`src/rtl/pc_fetch_pkg.sv`:
```
// Shared encodings for the PC fetch unit: next-PC selects, fault codes and FSM states.
package pc_fetch_pkg;

   typedef enum logic [2:0] {
      PC_SEQ    = 3'd0,
      PC_JUMP   = 3'd1,
      PC_BRANCH = 3'd2,
      PC_CALL   = 3'd3,
      PC_RET    = 3'd4,
      PC_HOLD   = 3'd5,
      PC_ILL6   = 3'd6,
      PC_ILL7   = 3'd7
   } pc_ctrl_e;

   typedef enum logic [1:0] {
      FAULT_NONE      = 2'b00,
      FAULT_STACK_OVF = 2'b01,
      FAULT_STACK_UNF = 2'b10,
      FAULT_ILLEGAL   = 2'b11
   } fault_e;

   typedef enum logic {
      ST_RUN  = 1'b0,
      ST_HALT = 1'b1
   } state_e;

endpackage

```
`src/rtl/return_stack_param.sv`:
```
// LIFO return-address stack; push and pop each complete in a single cycle.
module return_stack_param #(
   parameter int WIDTH    = 16,
   parameter int RS_DEPTH = 8
) (
   input  logic                        CLK,
   input  logic                        Reset,
   input  logic                        push,
   input  logic                        pop,
   input  logic [WIDTH-1:0]            push_data,
   output logic [WIDTH-1:0]            top_data,
   output logic                        full,
   output logic                        empty,
   output logic [$clog2(RS_DEPTH):0]   count
);

   localparam int AW = $clog2(RS_DEPTH);

   logic [WIDTH-1:0] mem [RS_DEPTH];
   logic [AW:0]      count_reg;
   logic [AW-1:0]    wr_idx;
   logic [AW-1:0]    top_idx;

   assign wr_idx  = count_reg[AW-1:0];
   assign top_idx = count_reg[AW-1:0] - AW'(1);
   assign full    = (count_reg == (AW+1)'(RS_DEPTH));
   assign empty   = (count_reg == '0);
   assign count   = count_reg;
   // Top is read asynchronously so a RET can consume it in the same cycle.
   assign top_data = mem[top_idx];

   always_ff @(posedge CLK) begin
      if (push && !full) begin
         mem[wr_idx] <= push_data;
      end
   end

   always_ff @(posedge CLK) begin
      if (Reset) begin
         count_reg <= '0;
      end else if (push && !full) begin
         count_reg <= count_reg + (AW+1)'(1);
      end else if (pop && !empty) begin
         count_reg <= count_reg - (AW+1)'(1);
      end
   end

endmodule

```
`src/rtl/pc_fetch_unit.sv`:
```
// Program counter with sequential/jump/branch/call/return selection and a
// RUN/HALT fault machine that freezes all state until reset.
module pc_fetch_unit
   import pc_fetch_pkg::*;
#(
   parameter int WIDTH    = 16,
   parameter int RS_DEPTH = 8,
   parameter int PC_INC   = 2
) (
   input  logic                        CLK,
   input  logic                        Reset,
   input  logic                        PCWrite,
   input  logic [2:0]                  PCControl,
   input  logic                        Cond,
   input  logic [WIDTH-1:0]            Target,
   input  logic [WIDTH-1:0]            Offset,
   output logic [WIDTH-1:0]            PC_out,
   output logic [WIDTH-1:0]            imem_addr,
   output logic                        Overflow,
   output logic [$clog2(RS_DEPTH):0]   rs_count,
   output logic                        Fault,
   output logic [1:0]                  fault_code
);

   state_e           state_reg, state_next;
   fault_e           fault_code_reg, fault_code_next;
   logic [WIDTH-1:0] pc_reg, pc_next;
   logic             overflow_reg, overflow_next;

   pc_ctrl_e         ctrl;
   logic             active;
   logic [WIDTH:0]   seq_sum;
   logic [WIDTH:0]   br_sum;
   logic             rs_push, rs_pop, rs_full, rs_empty;
   logic [WIDTH-1:0] rs_top;

   assign ctrl    = pc_ctrl_e'(PCControl);
   assign active  = (state_reg == ST_RUN) && PCWrite;
   // One extra bit on each sum captures the carry that drives Overflow.
   assign seq_sum = {1'b0, pc_reg} + (WIDTH+1)'(PC_INC);
   assign br_sum  = {1'b0, pc_reg} + {1'b0, Offset};
   assign rs_push = active && (ctrl == PC_CALL) && !rs_full;
   assign rs_pop  = active && (ctrl == PC_RET) && !rs_empty;

   return_stack_param #(
      .WIDTH    (WIDTH),
      .RS_DEPTH (RS_DEPTH)
   ) u_return_stack (
      .CLK       (CLK),
      .Reset     (Reset),
      .push      (rs_push),
      .pop       (rs_pop),
      .push_data (seq_sum[WIDTH-1:0]),
      .top_data  (rs_top),
      .full      (rs_full),
      .empty     (rs_empty),
      .count     (rs_count)
   );

   always_comb begin
      pc_next         = pc_reg;
      overflow_next   = 1'b0;
      state_next      = state_reg;
      fault_code_next = fault_code_reg;
      if (active) begin
         case (ctrl)
            PC_SEQ: begin
               pc_next       = seq_sum[WIDTH-1:0];
               overflow_next = seq_sum[WIDTH];
            end
            PC_JUMP: pc_next = Target;
            PC_BRANCH: begin
               pc_next       = Cond ? br_sum[WIDTH-1:0] : seq_sum[WIDTH-1:0];
               overflow_next = Cond ? br_sum[WIDTH] : seq_sum[WIDTH];
            end
            PC_CALL: begin
               if (rs_full) begin
                  state_next      = ST_HALT;
                  fault_code_next = FAULT_STACK_OVF;
               end else begin
                  pc_next       = Target;
                  overflow_next = seq_sum[WIDTH];
               end
            end
            PC_RET: begin
               if (rs_empty) begin
                  state_next      = ST_HALT;
                  fault_code_next = FAULT_STACK_UNF;
               end else begin
                  pc_next = rs_top;
               end
            end
            PC_HOLD: pc_next = pc_reg;
            default: begin
               state_next      = ST_HALT;
               fault_code_next = FAULT_ILLEGAL;
            end
         endcase
      end
   end

   always_ff @(posedge CLK) begin
      if (Reset) begin
         state_reg      <= ST_RUN;
         fault_code_reg <= FAULT_NONE;
         pc_reg         <= '0;
         overflow_reg   <= 1'b0;
      end else begin
         state_reg      <= state_next;
         fault_code_reg <= fault_code_next;
         pc_reg         <= pc_next;
         overflow_reg   <= overflow_next;
      end
   end

   assign PC_out     = pc_reg;
   assign imem_addr  = pc_reg >> 1;
   assign Overflow   = overflow_reg;
   assign Fault      = (state_reg == ST_HALT);
   assign fault_code = fault_code_reg;

endmodule

```
`config.mk`:
```
export PLATFORM = sky130hd
export DESIGN_NAME = pc_fetch_unit
export DESIGN_NICKNAME = d
export VERILOG_FILES = /design/src/rtl/pc_fetch_pkg.sv /design/src/rtl/return_stack_param.sv /design/src/rtl/pc_fetch_unit.sv
export SDC_FILE = /design/constraint.sdc
export NUM_CORES = 1
export LEC_CHECK = 0
export ABC_AREA = 1
export CAP_MARGIN = 30
export CORE_MARGIN = 10
export CORE_UTILIZATION = 52
export DETAILED_ROUTE_END_ITERATION = 8
export PLACE_DENSITY = 0.77
export SKIP_LAST_GASP = 1
export SLEW_MARGIN = 25
export SYNTH_ARGS = -nofsm -noshare
export SYNTH_HDL_FRONTEND = slang
export SYNTH_SLANG_ARGS = --single-unit
```
`constraint.sdc`:
```
create_clock -name CLK -period 2.9 [get_ports CLK]
set_input_delay 0.435 -clock CLK [delete_from_list [all_inputs] [get_ports CLK]]
set_output_delay 0.435 -clock CLK [all_outputs]
set_load 0.05 [all_outputs]
```
==> metrics.txt <==
RSZ-0062 raised after global routing=no; DPL Wire Length=15.2 mm; Leakage Power=3.86 nW; reg2reg path depth=13; type of the worst setup path=flop to flop; Synth cell types=45; Int Pwr=4.18 mW; hold path endpoint=Fault; ANT nets after route=0; Tmin final=2610 ps; R2R Setup Slk=290 ps; Setup violations, final=0; Post-CTS Resized=0; CTS max path bufs=2; max-slew violations=0; CTS tree=yes; # Post-CTS Setup Buffers=0; Final Util=0.639; worst reg2reg path startpoint=u_return_stack.count[1]; sequential fraction of the synthesis area=0.533; Overall Power=5.69 mW; PD cells=584 nW/um^2; Initial Util=0.531; worst hold path depth=2; Min Hold Slack=495 ps; Placed Area=9110 um^2; DRT iter0 DRCs=625; sequential fraction of design power=0.432; final instance area=9750 um^2; Top FF cell, synth=edfxtp_1; critical path arrival=2920 ps; outcome=complete, no violations; Critical Path Fanout Max=7; Critical Path RT=3210 ps; Hold Crit Start=Fault; routed vias=6691; clock power share=0.405; reg-to-reg endpoint=u_return_stack.count[3]; fmax=0.383 GHz; Clk pin slew, worst setup/hold paths=60 ps; dpl cells=1171; GP Congestion=0.998; layout cells sized above 1=0.0988; Sink Count=152; synthesized netlist cell count=903; number of synthesized flops with an enable pin=128; top cell type's share of synthesized area=0.474; most frequent cell after synthesis=nand2_1; Final nets=1040; #FFs+latches synth=152; Max Cap Viol=0; gr ovfl total=0; die width=145 um; core box area=15300 um^2; vias in the first global route=6475; Register Area=4330 um^2; Sw Share=0.265; total net switching power=1.51 mW; Ports=79; Synth top cells by count=nand2_1, edfxtp_1, nor2_1; Avg Cell Area, Syn=8.98 um^2; CP startpoint kind=flop; via/cell ratio=5.56; largest cells by area after synthesis=edfxtp_1, nand2_1, dfxtp_1; Clock Latency Late Sink=430 ps; period utilisation layout=0.900; WL/cell=18.6 um; IO buf count=77; DRC=0; number of flip-flops in the largest register=128; final hold vios=0; initial antenna violation count=0; Hold Crit Class=flop to flop; clk_skew=9.34 ps; ant diodes=0; Netlist Area Pre-Place=8110 um^2; Die Ht=145 um; Syn Nets=964; Worst-Margin Slew=798 ps; final WL=22.4 mm; CTS Root Cell=clkbuf_16; Fill cells=1203; row cnt=45; H-tree depth=4; largest net degree at the start of global routing=66; Worst VDD drop=0.000435 V; relative slew slack=0.466; area delta synth->final=20.2%; hold_buf cts=0; first-pass GRT wire length=34.5 mm; multi-input logic area=3120 um^2; share of flip-flops with an asynchronous set or reset=0; Post-Layout Cell Count=1203; GR Util All Layers=0.217; Syn. warnings=0; Die Area=21000 um^2; Num CTS Buffers=17; Setup crit end kind=flop; Synth area leader=edfxtp_1; Logic pwr share=0.163; Pre-Repair DR Iteration Count=7
[kinds of logic after synthesis]
| group | synth area share |
|---|---|
| simple gates | 0.199 |
| flops | 0.533 |
| fa+ha+maj | 0.0358 |
| other cells | 0.000463 |
| compound gates | 0.131 |
| xor+xnor | 0.0128 |
| buf+inv | 0.0875 |
[critical path, stage by stage (launching register included)]
cell	delay, ps
dfxtp_1	540
inv_2	160
ha_1	280
nand3_1	150
nand3_2	80
nor2_1	180
inv_1	120
ha_1	330
a21oi_1	150
o21ai_1	90
xor2_1	160
nand2_1	80
o21ai_1	130
a21oi_1	50
[layer usage]
layer	up-vias	share of wire	track usage	wire length, um
li1	3214	-	-	-
met1	3113	0.40	0.270	9060
met2	318	0.48	0.351	10800
met3	46	0.087	0.0554	1960
met4	0	0.028	0.0973	639
met5	-	0	0	0
[how the worst max path moves through the flow]
stage                                        from  slack, ps                       end
after floorplan           u_return_stack.count[0]        -50  u_return_stack.mem[2][0]
after global routing      u_return_stack.count[1]         50   u_return_stack.count[3]
after global placement               PCControl[0]        290   u_return_stack.count[3]
final                     u_return_stack.count[1]        290   u_return_stack.count[3]
after detailed placement             PCControl[0]        210   u_return_stack.count[3]
after CTS                 u_return_stack.count[1]        310   u_return_stack.count[3]
[layout make-up]
type / instances / share of cell area
Clock inverter: 7 / 0.00732
Multi-Input combinational cell: 598 / 0.320
Clock buffer: 25 / 0.0586
Tap cell: 211 / 0.0271
Sequential cell: 152 / 0.444
Timing Repair Buffer: 108 / 0.104
Inverter: 102 / 0.0395
[metrics by stage]
step                      setup WS, ps  TNS (ps)
after floorplan                  -47.5     -2260
after global placement             286         0
after detailed placement           207         0
after CTS                          310         0
after global routing              53.1         0
final                              291         0
[power groups by stage]
stage / registers, mW / clock network (mW) / logic [mW]
after floorplan: 2.57 / 0 / 0.557
after global placement: 2.50 / 0 / 0.898
after detailed placement: 2.50 / 0 / 0.908
after CTS: 2.46 / 2.32 / 0.916
after global routing: 2.46 / 2.41 / 1.00
final: 2.46 / 2.31 / 0.925
[cell usage in the layout, fill, tap and decap left out, types with 2 or more instances in the layout]
master and n:
a211oi_1 3, a21oi_1 48, a31oi_1 2, a41oi_1 3, and2_1 2, and3_1 2, buf_4 30, clkbuf_1 2
clkbuf_16 22, clkdlybuf4s50_1 77, clkinv_2 2, dfxtp_1 23, edfxtp_1 128, fa_1 2, ha_1 20, inv_1 91
inv_2 9, inv_4 2, nand2_1 170, nand2_2 4, nand3_1 51, nand3_2 2, nand4_1 7, nor2_1 114
nor2_2 3, nor3_1 6, nor3_2 7, nor3_4 2, o211ai_1 29, o21ai_0 82, o21ai_1 9, o221ai_1 4
o22ai_1 4, or2_2 4, xnor2_1 2, xor2_1 8
No activity file was read; power rests on OpenSTA's default activity.
